[src/rtl/dm_access_unit.sv]
// Data-memory access unit: byte/half/word loads and stores over a word-only memory.
// Sub-word stores are done as read-modify-write; the core is stalled until completion.
module dm_access_unit #(
    parameter int unsigned ADDR_W  = 10,
    parameter int unsigned TIMEOUT = 255
) (
    input  logic              clk,
    input  logic              rstn,
    input  logic [2:0]        dm_re,
    input  logic [1:0]        dm_wr,
    input  logic [31:0]       addr,
    input  logic [31:0]       din,
    output logic [31:0]       dout,
    output logic              stall,
    output logic              done,
    output logic              err,
    output logic              mem_req,
    output logic              mem_we,
    output logic [ADDR_W-1:0] mem_addr,
    output logic [31:0]       mem_wdata,
    input  logic [31:0]       mem_rdata,
    input  logic              mem_ack
);

    localparam logic [2:0] DMRE_NOP = 3'd0;
    localparam logic [2:0] DMRE_LB  = 3'd1;
    localparam logic [2:0] DMRE_LBU = 3'd2;
    localparam logic [2:0] DMRE_LH  = 3'd3;
    localparam logic [2:0] DMRE_LHU = 3'd4;
    localparam logic [2:0] DMRE_LW  = 3'd5;

    localparam logic [1:0] DMWR_NOP = 2'd0;
    localparam logic [1:0] DMWR_SB  = 2'd1;
    localparam logic [1:0] DMWR_SH  = 2'd2;
    localparam logic [1:0] DMWR_SW  = 2'd3;

    typedef enum logic [1:0] {StIdle, StRd, StWr, StDone} state_e;

    state_e      state;
    logic [2:0]  re_q;
    logic [1:0]  wr_q;
    logic [1:0]  lane_q;
    logic [31:0] din_q;
    logic [31:0] cnt;

    logic        rd_valid;
    logic        wr_valid;
    logic        accept;
    logic        misalign;
    logic        timeout_hit;
    logic [7:0]  lane_byte;
    logic [15:0] half_word;
    logic [31:0] load_val;
    logic [31:0] merged;

    // Address bits above the memory window are intentionally ignored.
    logic unused_addr;
    assign unused_addr = ^addr[31:ADDR_W+2];

    always_comb begin
        rd_valid = (dm_re == DMRE_LB) || (dm_re == DMRE_LBU) || (dm_re == DMRE_LH) ||
                   (dm_re == DMRE_LHU) || (dm_re == DMRE_LW);
        wr_valid = (dm_wr != DMWR_NOP);
        accept   = rd_valid || wr_valid;
        if (rd_valid) begin
            misalign = (((dm_re == DMRE_LH) || (dm_re == DMRE_LHU)) && addr[0]) ||
                       ((dm_re == DMRE_LW) && (addr[1:0] != 2'b00));
        end else begin
            misalign = ((dm_wr == DMWR_SH) && addr[0]) ||
                       ((dm_wr == DMWR_SW) && (addr[1:0] != 2'b00));
        end
    end

    assign timeout_hit = (TIMEOUT != 0) && ((cnt + 32'd1) == 32'(TIMEOUT));

    // Load extraction and store merge both work on the word returned by the read.
    always_comb begin
        lane_byte = 8'(mem_rdata >> {lane_q, 3'b000});
        half_word = lane_q[1] ? mem_rdata[31:16] : mem_rdata[15:0];
        case (re_q)
            DMRE_LB:  load_val = {{24{lane_byte[7]}}, lane_byte};
            DMRE_LBU: load_val = {24'h0, lane_byte};
            DMRE_LH:  load_val = {{16{half_word[15]}}, half_word};
            DMRE_LHU: load_val = {16'h0, half_word};
            default:  load_val = mem_rdata;
        endcase
        merged = mem_rdata;
        if (wr_q == DMWR_SB) begin
            merged[{lane_q, 3'b000} +: 8] = din_q[7:0];
        end else if (wr_q == DMWR_SH) begin
            merged[{lane_q[1], 4'b0000} +: 16] = din_q[15:0];
        end
    end

    assign stall = rstn && ((state == StRd) || (state == StWr) || ((state == StIdle) && accept));

    always_ff @(posedge clk) begin
        if (!rstn) begin
            state     <= StIdle;
            re_q      <= DMRE_NOP;
            wr_q      <= DMWR_NOP;
            lane_q    <= 2'b00;
            din_q     <= 32'h0;
            cnt       <= 32'h0;
            dout      <= 32'h0;
            done      <= 1'b0;
            err       <= 1'b0;
            mem_req   <= 1'b0;
            mem_we    <= 1'b0;
            mem_addr  <= '0;
            mem_wdata <= 32'h0;
        end else begin
            done <= 1'b0;
            err  <= 1'b0;
            case (state)
                StIdle: begin
                    if (accept) begin
                        re_q   <= rd_valid ? dm_re : DMRE_NOP;
                        wr_q   <= rd_valid ? DMWR_NOP : dm_wr;
                        lane_q <= addr[1:0];
                        din_q  <= din;
                        if (misalign) begin
                            state <= StDone;
                            done  <= 1'b1;
                            err   <= 1'b1;
                            dout  <= 32'h0;
                        end else begin
                            cnt      <= 32'h0;
                            mem_req  <= 1'b1;
                            mem_addr <= addr[ADDR_W+1:2];
                            if (!rd_valid && (dm_wr == DMWR_SW)) begin
                                mem_we    <= 1'b1;
                                mem_wdata <= din;
                                state     <= StWr;
                            end else begin
                                mem_we <= 1'b0;
                                state  <= StRd;
                            end
                        end
                    end
                end
                StRd: begin
                    if (mem_ack) begin
                        if (re_q != DMRE_NOP) begin
                            mem_req <= 1'b0;
                            dout    <= load_val;
                            done    <= 1'b1;
                            state   <= StDone;
                        end else begin
                            cnt       <= 32'h0;
                            mem_we    <= 1'b1;
                            mem_wdata <= merged;
                            state     <= StWr;
                        end
                    end else if (timeout_hit) begin
                        mem_req <= 1'b0;
                        mem_we  <= 1'b0;
                        dout    <= 32'h0;
                        done    <= 1'b1;
                        err     <= 1'b1;
                        state   <= StDone;
                    end else begin
                        cnt <= cnt + 32'd1;
                    end
                end
                StWr: begin
                    if (mem_ack) begin
                        mem_req <= 1'b0;
                        mem_we  <= 1'b0;
                        dout    <= 32'h0;
                        done    <= 1'b1;
                        state   <= StDone;
                    end else if (timeout_hit) begin
                        mem_req <= 1'b0;
                        mem_we  <= 1'b0;
                        dout    <= 32'h0;
                        done    <= 1'b1;
                        err     <= 1'b1;
                        state   <= StDone;
                    end else begin
                        cnt <= cnt + 32'd1;
                    end
                end
                default: begin
                    // The op is still on the inputs here; it must not be taken again.
                    state <= StIdle;
                end
            endcase
        end
    end

endmodule

[config.mk]
export PLATFORM = sky130hd
export DESIGN_NAME = dm_access_unit
export DESIGN_NICKNAME = d
export VERILOG_FILES = /design/src/rtl/dm_access_unit.sv
export SDC_FILE = /design/constraint.sdc
export NUM_CORES = 1
export LEC_CHECK = 0
export CAP_MARGIN = 0
export CORE_ASPECT_RATIO = 0.8
export CORE_UTILIZATION = 45
export DETAILED_ROUTE_END_ITERATION = 6
export HOLD_SLACK_MARGIN = 0.1
export PLACE_DENSITY_LB_ADDON = 0.05
export SYNTH_ARGS = -nofsm -noshare
export SYNTH_HDL_FRONTEND = slang
export SYNTH_SLANG_ARGS = --single-unit
export TNS_END_PERCENT = 30
[constraint.sdc]
create_clock -name clk -period 3.3 [get_ports clk]
set_clock_uncertainty 0.2 [all_clocks]
set_input_delay 0.99 -clock clk [delete_from_list [all_inputs] [get_ports clk]]
set_output_delay 0.99 -clock clk [all_outputs]
set_load 0.01 [all_outputs]
==> summary.md, run 1 <==
| Metric | Value |
|---|---|
| Antenna cells | `0` |
| Core footprint | `16,700 um2` |
| Fraction of layout cells with a size suffix above 1 | `15.6%` |
| Clk Latency, worst-skew pair | `0.43 ns` |
| Synth top area share | `34.7%` |
| # rows | `42` |
| Avg WL per Cell | `18.4 um` |
| Vias per std cell | `5.83` |
| Synth area leaders | `dfxtp_1 35%, a21oi_1 4.8%, nand2_1 4.3%` |
| Area Overhead vs Synth | `40.8%` |
| Worst setup path class | `input pin to primary output` |
| Critical Path RT | `2.11 ns` |
| Clk slew on worst S/H paths | `0.06 ns` |
| Initial antenna violation count | `0` |
| IO Pins | `183` |
| Die height | `120 um` |
| Detailed router's first-iteration violation count | `968` |
| Final Power | `7.83 mW` |
| Drt pass-1 iters | `7` |
| H-tree levels | `4` |
| Post-synth net total | `1,087` |
| YS warnings | `0` |
| Crit end category | `primary output` |
| CTS sink cnt | `135` |
| Maximum number of pins on one net before global-route repair | `69` |
| CTS tree | `done` |
| Crit-path slowest cell | `or3_4` |
| CTS root buf | `clkbuf_16` |
| Met1 usage | `47.5%` |
| DRT antenna net count | `0` |
| Tmin final | `3.38 ns` |
| GR Layer Usage met3 | `8.37%` |
| Cell variety after synth | `68` |
| Failing checks | `design-rule violations, negative setup slack` |
| Worst rel slew slack | `55.0%` |
| Num CTS Buffers | `17` |
| Net Sw Frac | `40.7%` |
| Initial core utilization | `46.6%` |
| Most common cell in the synthesized netlist | `dfxtp_1` |
| Ys flop type | `dfxtp_1` |
| GR Util met2 | `36.9%` |
| Grt peak-use layer | `met1` |
| RSZ-0062 raised after global routing | `true` |
| Synth area leader | `dfxtp_1` |
| Clock Power Share | `23.9%` |
| Hold_buf cts | `0` |
| Gr usage total | `29.4%` |
| Most common library cells after synthesis | `135 x dfxtp_1, 90 x nand2_1, 75 x a21oi_1, 60 x o21ai_0, 57 x clkbuf_1` |
| Critical path peak fanout | `2` |
| Syn Std Cell Area | `7790 um2` |
| Setup-failing EPs final | `1` |
| Vias in the first global route | `7,300` |
| Crit share post-route | `102%` |
| CP cell instances | `buf_6, or3_4, and2_4, o31a_1, o21a_1, buf_2` |
| Maximum vdd drop | `437 uV` |
| Max Fclk | `296 MHz` |
| Worst slew pin tran | `0.675 ns` |
| PortBufs | `162` |
| First-pass GRT wire length | `40,400 um` |
| Max-slew violation count | `0` |
| Hpwl dp | `19,500 um` |
| EDFF count, synth | `0` |
| Sequential area share after synthesis | `34.7%` |
| Pint | `4.64 mW` |
| Outcome | `finished, violations left` |
| Worst setup margin | `-0.0757 ns` |
| Vias | `8,318` |
| Hold crit path type | `flop to flop` |
| FF+latch count, synth | `135` |
| Die area | `17,800 um2` |
| Crit path DAT | `2.19 ns` |
| Nets | `1,310` |
| Fillers | `1,439` |
| Fraction of registers with async set/reset | `0%` |
| Hold_ws | `0.266 ns` |
| Power per cell area | `714 nW/um2` |
| Sw Pwr | `3.18 mW` |
| Syn_area_per_cell | `8.02 um2` |
| Routability congestion estimate | `0.945` |
| Gate power share | `47.5%` |
| Overflow after GRT | `0` |
| Sequential Power Share | `28.6%` |
| LEAKAGE | `4.04 nW` |
| Die width | `149 um` |
| CP max stage delay | `0.40 ns` |
| Place WS | `-0.770 ns` |
| Post-Route WL | `26,200 um` |
| Max-cap violations | `0` |
| Clk buf depth | `2` |
| Syn Inst Count | `971` |
| Startpoint Class | `input pin` |
| Endpoints failing hold | `0` |
| Drt drc | `10` |
-- routing by layer --
metal | wire length (um) | part of all wire [%]
met2 | 9820 | 37
met5 | 0 | 0
met4 | 204 | 0.78
met3 | 2920 | 11
met1 | 13300 | 51
-- worst max-delay path: cells and delay by family --
family	cells	cell delay [ns]
simple gates	2	0.55
buf+inv	2	0.23
compound gates	2	0.42
-- state kept, by name, summed over array words and instances, names as in the netlist --
| signal | count |
|---|---|
| re_q | 3 |
| mem_we | 1 |
| lane_q | 2 |
| wr_q | 2 |
| err | 1 |
| cnt | 32 |
| done | 1 |
| mem_wdata | 32 |
| state | 2 |
| dout | 32 |
| din_q | 16 |
| mem_addr | 10 |
| mem_req | 1 |
-- final timing paths --
kind	start	to	slack [ns]	cells past startpoint
max	dm_re[0]	stall	-0.08	6
min	dout[23]$_SDFFE_PN0P_	dout[23]$_SDFFE_PN0P_	0.27	2
max reg2reg	cnt[7]$_SDFFE_PN0P_	dout[15]$_SDFFE_PN0P_	0.18	10
min reg2reg	dout[23]$_SDFFE_PN0P_	dout[23]$_SDFFE_PN0P_	0.27	2
-- through the flow --
step | instances | area [um2] | util, % | setup TNS, ns
finish | 1427 | 11000 | 65.6 | -0.0757
global route | 1427 | 11000 | 65.6 | -0.108
floorplan | 971 | 7800 | - | -0.185
detailed placement | 1389 | 10300 | 61.7 | -35.29
global placement | 1389 | 10300 | 61.7 | -34.41
CTS | 1422 | 10900 | 65.2 | -0.128
-- repair_timing --
item | 4_1_cts | 5_1_grt
gates resized for setup | 20 | 11
buffers inserted | 1 | 5
pin swaps | 4 | 8
endpoints found under the setup margin | 14 | 56
-- layout by cell type, fill, tap and decap left out, types with 9 or more instances in the layout --
master / instances
nand2_1: 90
clkbuf_16: 17
a22oi_1: 25
mux2i_1: 20
buf_12: 9
and2_1: 9
dfxtp_1: 128
a21oi_1: 74
clkdlybuf4s50_1: 157
o31ai_1: 24
and4_1: 10
nand3_1: 29
ha_1: 10
nor2b_1: 51
a222oi_1: 16
inv_1: 43
buf_4: 113
nand4_1: 16
a21boi_0: 20
nor2_1: 47
or4_1: 23
xor2_1: 10
a211oi_1: 39
nor3_1: 13
o21ai_0: 60
-- final cells by class --
type | count | area, um2 | area share [%]
sequential | 135 | 2710 | 24.7
clock inverter | 15 | 150 | 1.37
inverter | 43 | 161 | 1.47
multi-input combinational | 713 | 4600 | 42.0
clock buffer | 17 | 425 | 3.88
timing repair buffer | 284 | 2640 | 24.1
tap | 220 | 275 | 2.51
-- cell families after synthesis --
| kind of cell | share of synthesized area [%] |
|---|---|
| simple gates | 23.1 |
| xor+xnor | 1.80 |
| mux | 2.72 |
| compound gates | 29.0 |
| buf+inv | 6.70 |
| fa+ha+maj | 1.93 |
| flops | 34.7 |
-- power groups by stage --
| stage | Combinational (mW) | Sequential (mW) | Clock, mW |
|---|---|---|---|
| 2_1_floorplan | 1.91 | 2.29 | 0 |
| 3_3_place_gp | 3.61 | 2.25 | 0 |
| 3_5_place_dp | 3.64 | 2.26 | 0 |
| 4_1_cts | 3.68 | 2.23 | 1.90 |
| 5_1_grt | 4.02 | 2.28 | 1.96 |
| 6_report | 3.72 | 2.24 | 1.87 |
Note: power is estimated with default switching activity, not from simulation.
==> inputs of run 2 (changes only) <==
--- a/config.mk
+++ b/config.mk
@@ -7,7 +7,7 @@
 export LEC_CHECK = 0
 export CAP_MARGIN = 0
 export CORE_ASPECT_RATIO = 0.8
-export CORE_UTILIZATION = 45
+export CORE_UTILIZATION = 51
 export DETAILED_ROUTE_END_ITERATION = 6
 export HOLD_SLACK_MARGIN = 0.1
 export PLACE_DENSITY_LB_ADDON = 0.05
==> constraint.sdc (replaced) <==
create_clock -name clk -period 3.5 [get_ports clk]
set_clock_uncertainty 0.2 [all_clocks]
set_input_delay 1.05 -clock clk [delete_from_list [all_inputs] [get_ports clk]]
set_output_delay 1.05 -clock clk [all_outputs]
set_load 0.01 [all_outputs]
==> run 2 against run 1 <==
The flow finishes with violations (design-rule violations); die area fell by 12%; sequential power down 6%; cell area fell by 2.7%; non-clock buffer count fell by 33; combinational power down 5.6%; highest routed layer unchanged; clock-buffer cell count stayed put; total power fell by 5.5%; first-iteration DRC count is 7.7% higher; via count is the same; critical path depth unchanged.
==> summary.md, run 2 (same netlist as run 1, synthesis figures left out) <==
| Metric | Value |
|---|---|
| Num CTS Buffers | `17 (unchanged)` |
| Non-Filler Instances | `1,358 (-4.8%)` |
| DRT antenna net count | `0 (unchanged)` |
| Routability congestion estimate | `0.962 (+1.8%)` |
| Sw Pwr | `2.96 mW (-7.0%)` |
| Crit path DAT | `2.23 ns (+0.04 ns)` |
| Crit end category | `primary output` |
| Fillers | `1,137 (-21%)` |
| Fraction of layout cells with a size suffix above 1 | `12.7% (-2.9 points)` |
| Tmin final | `3.48 ns` |
| First-pass GRT wire length | `40,200 um (-0.48%)` |
| CTS tree | `done` |
| RSZ-0062 raised after global routing | `true` |
| Startpoint Class | `input pin` |
| Crit share post-route | `99.5%` |
| Hold crit path type | `flop to flop` |
| # rows | `39 (-7.1%)` |
| Hold_buf cts | `0 (unchanged)` |
| Gr usage total | `32.7% (+3.2 points)` |
| Clock Power Share | `24.2% (+0.3 points)` |
| Power per cell area | `693 nW/um2 (-2.9%)` |
| Detailed router's first-iteration violation count | `1,043 (+7.7%)` |
| Critical path peak fanout | `2 (unchanged)` |
| Dpl cells | `1,324 (-4.7%)` |
| Max Fclk | `287 MHz` |
| Clk Latency, worst-skew pair | `0.43 ns (about the same)` |
| Endpoints failing hold | `0 (unchanged)` |
| Clk buf depth | `2 (unchanged)` |
| Drt drc | `3 (-7)` |
| Placed cell area | `10,100 um2 (-2.4%)` |
| Vias in the first global route | `7,357 (+0.78%)` |
| Maximum number of pins on one net before global-route repair | `76 (+10%)` |
| Overflow after GRT | `0 (unchanged)` |
| Final Cell Area | `10,700 um2 (-2.7%)` |
| Worst setup path class | `input pin to primary output` |
| Place WS | `-0.666 ns (+0.104 ns)` |
| Worst setup margin | `0.0178 ns (+0.0935 ns)` |
| Setup-failing EPs final | `0 (-1)` |
| Max-slew violation count | `0 (unchanged)` |
| Sequential Power Share | `28.3% (-0.3 points)` |
| Vias | `8,318 (unchanged)` |
| Failing checks | `design-rule violations` |
| Worst rel slew slack | `48.6% (-6.4 points)` |
| Area Overhead vs Synth | `37.0%` |
| Die area | `15,800 um2 (-12%)` |
| Gate power share | `47.4% (about the same)` |
| Biggest regs | `cnt x32, dout x32, mem_wdata x32` |
| LEAKAGE | `3.88 nW (-4.1%)` |
| Max-cap violations | `0 (unchanged)` |
| Die height | `113 um (-6.0%)` |
| Initial core utilization | `53.4% (+6.8 points)` |
| Maximum vdd drop | `452 uV (+3.6%)` |
| Drt pass-1 iters | `7 (unchanged)` |
| CTS sink cnt | `135 (unchanged)` |
| CTS root buf | `clkbuf_16` |
| Most common cell after layout, fill and taps aside | `clkdlybuf4s50_1` |
| Initial antenna violation count | `0 (unchanged)` |
| H-tree levels | `4 (unchanged)` |
| Nets | `1,277 (-2.5%)` |
| IO Pins | `183 (unchanged)` |
| Avg WL per Cell | `18.6 um (+1.4%)` |
| Core footprint | `14,600 um2 (-13%)` |
| Net Sw Frac | `40.1% (-0.64 points)` |
| Most frequent cells in the layout | `157 x clkdlybuf4s50_1, 132 x dfxtp_1, 90 x nand2_1` |
| Post-Route WL | `25,300 um (-3.5%)` |
| PortBufs | `162 (unchanged)` |
| Pint | `4.43 mW (-4.5%)` |
| Antenna cells | `0 (unchanged)` |
| Die width | `140 um (-6.0%)` |
| Outcome | `finished, violations left` |
| Hpwl dp | `18,500 um (-4.9%)` |
| Critical Path RT | `2.25 ns (+0.14 ns)` |
| Vias per std cell | `6.13 (+5.1%)` |
| Clk slew on worst S/H paths | `0.06 ns (about the same)` |
| Worst slew pin tran | `0.770 ns (+0.0955 ns)` |
[run 2: worst paths after layout]
path / slack, ns / end / startpoint / cells past startpoint
max reg2reg: 0.22 / cnt[17]$_SDFFE_PN0P_ / cnt[16]$_SDFFE_PN0P_ / 10
min: 0.27 / dout[0]$_SDFFE_PN0P_ / dout[0]$_SDFFE_PN0P_ / 1
max: 0.02 / stall / dm_re[2] / 6
min reg2reg: 0.27 / dout[0]$_SDFFE_PN0P_ / dout[0]$_SDFFE_PN0P_ / 1
[run 2: area by class of cell]
cell class | count | area (um2) | share of cell area [%]
Multi-Input combinational cell | 713 | 4600 | 43.1
Sequential cell | 135 | 2710 | 25.4
Timing Repair Buffer | 251 | 2400 | 22.5
Clock buffer | 17 | 425 | 3.99
Tap cell | 184 | 230 | 2.16
Inverter | 43 | 161 | 1.51
Clock inverter | 15 | 154 | 1.44
[run 2: power groups by stage]
stage | clock, mW | sequential, mW | combinational (mW)
5_1_grt | 1.89 | 2.13 | 3.81
6_report | 1.79 | 2.10 | 3.51
4_1_cts | 1.81 | 2.09 | 3.47
3_5_place_dp | 0 | 2.11 | 3.44
2_1_floorplan | 0 | 2.16 | 1.80
3_3_place_gp | 0 | 2.10 | 3.39
[run 2: per-stage QoR]
step                TNS [ns]  power, mW  hold slack (ns)  util, %
floorplan             -0.105       3.96            0.256        -
global placement      -17.09       5.50            0.246     69.0
detailed placement    -19.40       5.55            0.247     69.0
CTS                  -0.0409       7.37            0.267     73.0
global route         -0.0126       7.83            0.278     73.1
finish                     0       7.40            0.270     73.1
[run 2: layer usage]
metal  track usage, %  vias to the layer above  share of wire (%)  wire length [um]
met1             50.6                     3850                 48             12200
li1                 -                     3999                  -                 -
met5                0                        -                  0                 0
met3             9.47                       26                 12              3030
met4             9.38                        0                1.3               322
met2             42.4                      443                 39              9790
[run 2: critical path, stage by stage]
cell and delay, ns:
buf_6 0.09, or3_4 0.38, and2_4 0.15, o31a_1 0.25
o21a_1 0.18, buf_2 0.13
[run 2: timing repair]
item / 4_1_cts / 5_1_grt
gates resized for setup: 19 / 5
buffers inserted: 1 / 1
setup endpoints to repair: 1 / 35
pin swaps: 4 / 6
==> inputs of run 3 (changes only) <==
--- a/config.mk
+++ b/config.mk
@@ -10,7 +10,8 @@
 export CORE_UTILIZATION = 51
 export DETAILED_ROUTE_END_ITERATION = 6
 export HOLD_SLACK_MARGIN = 0.1
-export PLACE_DENSITY_LB_ADDON = 0.05
+export PLACE_DENSITY = 0.81
+export RECOVER_POWER = 50
 export SYNTH_ARGS = -nofsm -noshare
 export SYNTH_HDL_FRONTEND = slang
 export SYNTH_SLANG_ARGS = --single-unit
==> run 3 against run 2 <==
The flow now finishes without violations; utilization down 0.45 points; register-to-register slack is essentially flat; critical path depth unchanged; via count grew 2.4%; sequential share of layout area up 0.12 points; fmax down 0.24%; non-clock buffer count shrank 5; global-route usage increased by 1.3 points; critical path type unchanged.
==> summary.md, run 3 (same netlist as run 1, synthesis figures left out) <==
| Metric | Value |
|---|---|
| Post-Route WL | `26,700 um (+5.5%)` |
| Initial core utilization | `53.4% (unchanged)` |
| Maximum number of pins on one net before global-route repair | `69 (-9.2%)` |
| Fillers | `1,181 (+3.9%)` |
| Initial antenna violation count | `0 (unchanged)` |
| Drt pass-1 iters | `7 (unchanged)` |
| Avg WL per Cell | `19.7 um (+5.9%)` |
| Crit end category | `primary output` |
| Grt peak-use layer | `met2` |
| GR Layer Usage met3 | `9.34% (-0.13 points)` |
| Drt drc | `0 (-3)` |
| Hold_ws | `0.262 ns (-0.00753 ns)` |
| Outcome | `completed` |
| Max-cap violations | `0 (unchanged)` |
| LEAKAGE | `3.84 nW (-1.0%)` |
| GR Util met2 | `49.7% (+7.2 points)` |
| Clk slew on worst S/H paths | `0.06 ns (about the same)` |
| Num CTS Buffers | `17 (unchanged)` |
| Max-slew violation count | `0 (unchanged)` |
| Endpoints failing hold | `0 (unchanged)` |
| Core footprint | `14,600 um2 (unchanged)` |
| Power per cell area | `699 nW/um2 (+0.84%)` |
| Clock Power Share | `24.9% (+0.7 points)` |
| Antenna cells | `0 (unchanged)` |
| Critical path peak fanout | `2 (unchanged)` |
| Fraction of layout cells with a size suffix above 1 | `11.8% (-0.89 points)` |
| Worst setup path class | `input pin to primary output` |
| Worst rel slew slack | `33.2% (-15 points)` |
| Crit share post-route | `99.7% (+0.24 points)` |
| Most frequent cells in the layout | `157 x clkdlybuf4s50_1, 135 x dfxtp_1, 90 x nand2_1` |
| RSZ-0062 raised after global routing | `true` |
| Setup-failing EPs final | `0 (unchanged)` |
| DRT antenna net count | `0 (unchanged)` |
| # rows | `39 (unchanged)` |
| Biggest regs | `cnt x32, dout x32, mem_wdata x32` |
| Die width | `140 um (unchanged)` |
| Vias per std cell | `6.30 (+2.8%)` |
| Gr usage total | `34.0% (+1.3 points)` |
| Die height | `113 um (unchanged)` |
| Area Overhead vs Synth | `36.2%` |
| IO Pins | `183 (unchanged)` |
| CTS root buf | `clkbuf_16` |
| Non-Filler Instances | `1,353 (-0.37%)` |
| Hpwl dp | `19,500 um (+5.1%)` |
| Crit path DAT | `2.24 ns (about the same)` |
| Sw Pwr | `2.99 mW (+0.79%)` |
| Tmin final | `3.49 ns (+0.00846 ns)` |
| Pint | `4.43 mW (-0.17%)` |
| Met1 usage | `48.3% (-2.2 points)` |
| Detailed router's first-iteration violation count | `1,199 (+15%)` |
| Dpl cells | `1,317 (-0.53%)` |
| Critical Path RT | `2.25 ns (about the same)` |
| First-pass GRT wire length | `42,000 um (+4.3%)` |
| PortBufs | `162 (unchanged)` |
| Clk Latency, worst-skew pair | `0.43 ns (about the same)` |
| Vias in the first global route | `7,603 (+3.3%)` |
| Max Fclk | `286 MHz (-0.24%)` |
| Startpoint Class | `input pin` |
| Hold crit path type | `flop to flop` |
| H-tree levels | `4 (unchanged)` |
| Sequential Power Share | `28.4% (about the same)` |
| Maximum vdd drop | `505 uV (+12%)` |
| Routability congestion estimate | `0.991 (+3.0%)` |
| Fin util | `72.7% (-0.45 points)` |
| Clk buf depth | `2 (unchanged)` |
| Net Sw Frac | `40.3% (+0.23 points)` |
| Worst slew pin tran | `1.00 ns (+0.232 ns)` |
| Most common cell after layout, fill and taps aside | `clkdlybuf4s50_1` |
| Overflow after GRT | `0 (unchanged)` |
| Nets | `1,272 (-0.39%)` |
| CTS sink cnt | `135 (unchanged)` |
| Gate power share | `46.7% (-0.7 points)` |
| Setup TNS | `0 ns (unchanged)` |
| CTS tree | `done` |
| Die area | `15,800 um2 (unchanged)` |
| Vias | `8,520 (+2.4%)` |
## run 3: cell types whose count changed in the layout (fill, tap and decap cells not counted), moves of 3 or more
cell     previous run  this run
dfxtp_1           132       135
buf_12             10         6
buf_4              79        75
dfxtp_2             3         0
inv_8               3         0
## run 3: metrics by stage
stage	setup slack [ns]	power [mW]	instance area, um2
after floorplan	-0.105	3.96	7800
after global placement	-0.710	5.43	9990
after detailed placement	-0.725	5.51	9990
after CTS	-0.0497	7.38	10600
after global routing	-0.0195	7.79	10600
final	0.00935	7.41	10600
## run 3: worst max-delay path: stages
cell and delay [ns]:
buf_6 0.09, or3_4 0.38, and2_4 0.15, o31a_1 0.25, o21a_1 0.18, buf_2 0.14
## run 3: worst paths after layout
| kind | start | endpoint | slack [ns] | depth (start not counted) |
|---|---|---|---|---|
| setup / recovery | dm_re[1] | stall | 0.009 | 6 |
| hold / removal | dout[5]$_SDFFE_PN0P_ | dout[5]$_SDFFE_PN0P_ | 0.26 | 1 |
| setup reg to reg | cnt[0]$_SDFFE_PN0P_ | cnt[23]$_SDFFE_PN0P_ | 0.21 | 11 |
| hold reg to reg | dout[5]$_SDFFE_PN0P_ | dout[5]$_SDFFE_PN0P_ | 0.26 | 1 |
## run 3: power by group through the flow
| stage | combinational [mW] | sequential (mW) | clock, mW |
|---|---|---|---|
| floorplan | 1.80 | 2.16 | 0 |
| global placement | 3.32 | 2.11 | 0 |
| detailed placement | 3.39 | 2.12 | 0 |
| CTS | 3.43 | 2.09 | 1.85 |
| global route | 3.72 | 2.14 | 1.93 |
| finish | 3.46 | 2.10 | 1.85 |
## run 3: metal layers
metal	wire (um)	vias to the layer above	part of all wire [%]
met5	0	-	0
met4	539	0	2.0
met3	3030	54	11
met2	11200	501	42
met1	12000	3978	45
li1	-	3987	-
## run 3: what timing repair did
action	4_1_cts	5_1_grt
setup endpoints to repair	4	55
pin swaps	4	6
gates resized for setup	20	3
hold buffers	0	0
setup buffers	2	2
## run 3: cell type report
class | count | area [um2] | area share [%]
sequential | 135 | 2700 | 25.5
tap | 184 | 230 | 2.17
inverter | 43 | 161 | 1.52
multi-input combinational | 713 | 4600 | 43.4
timing repair buffer | 246 | 2310 | 21.8
clock buffer | 18 | 439 | 4.14
clock inverter | 14 | 160 | 1.51
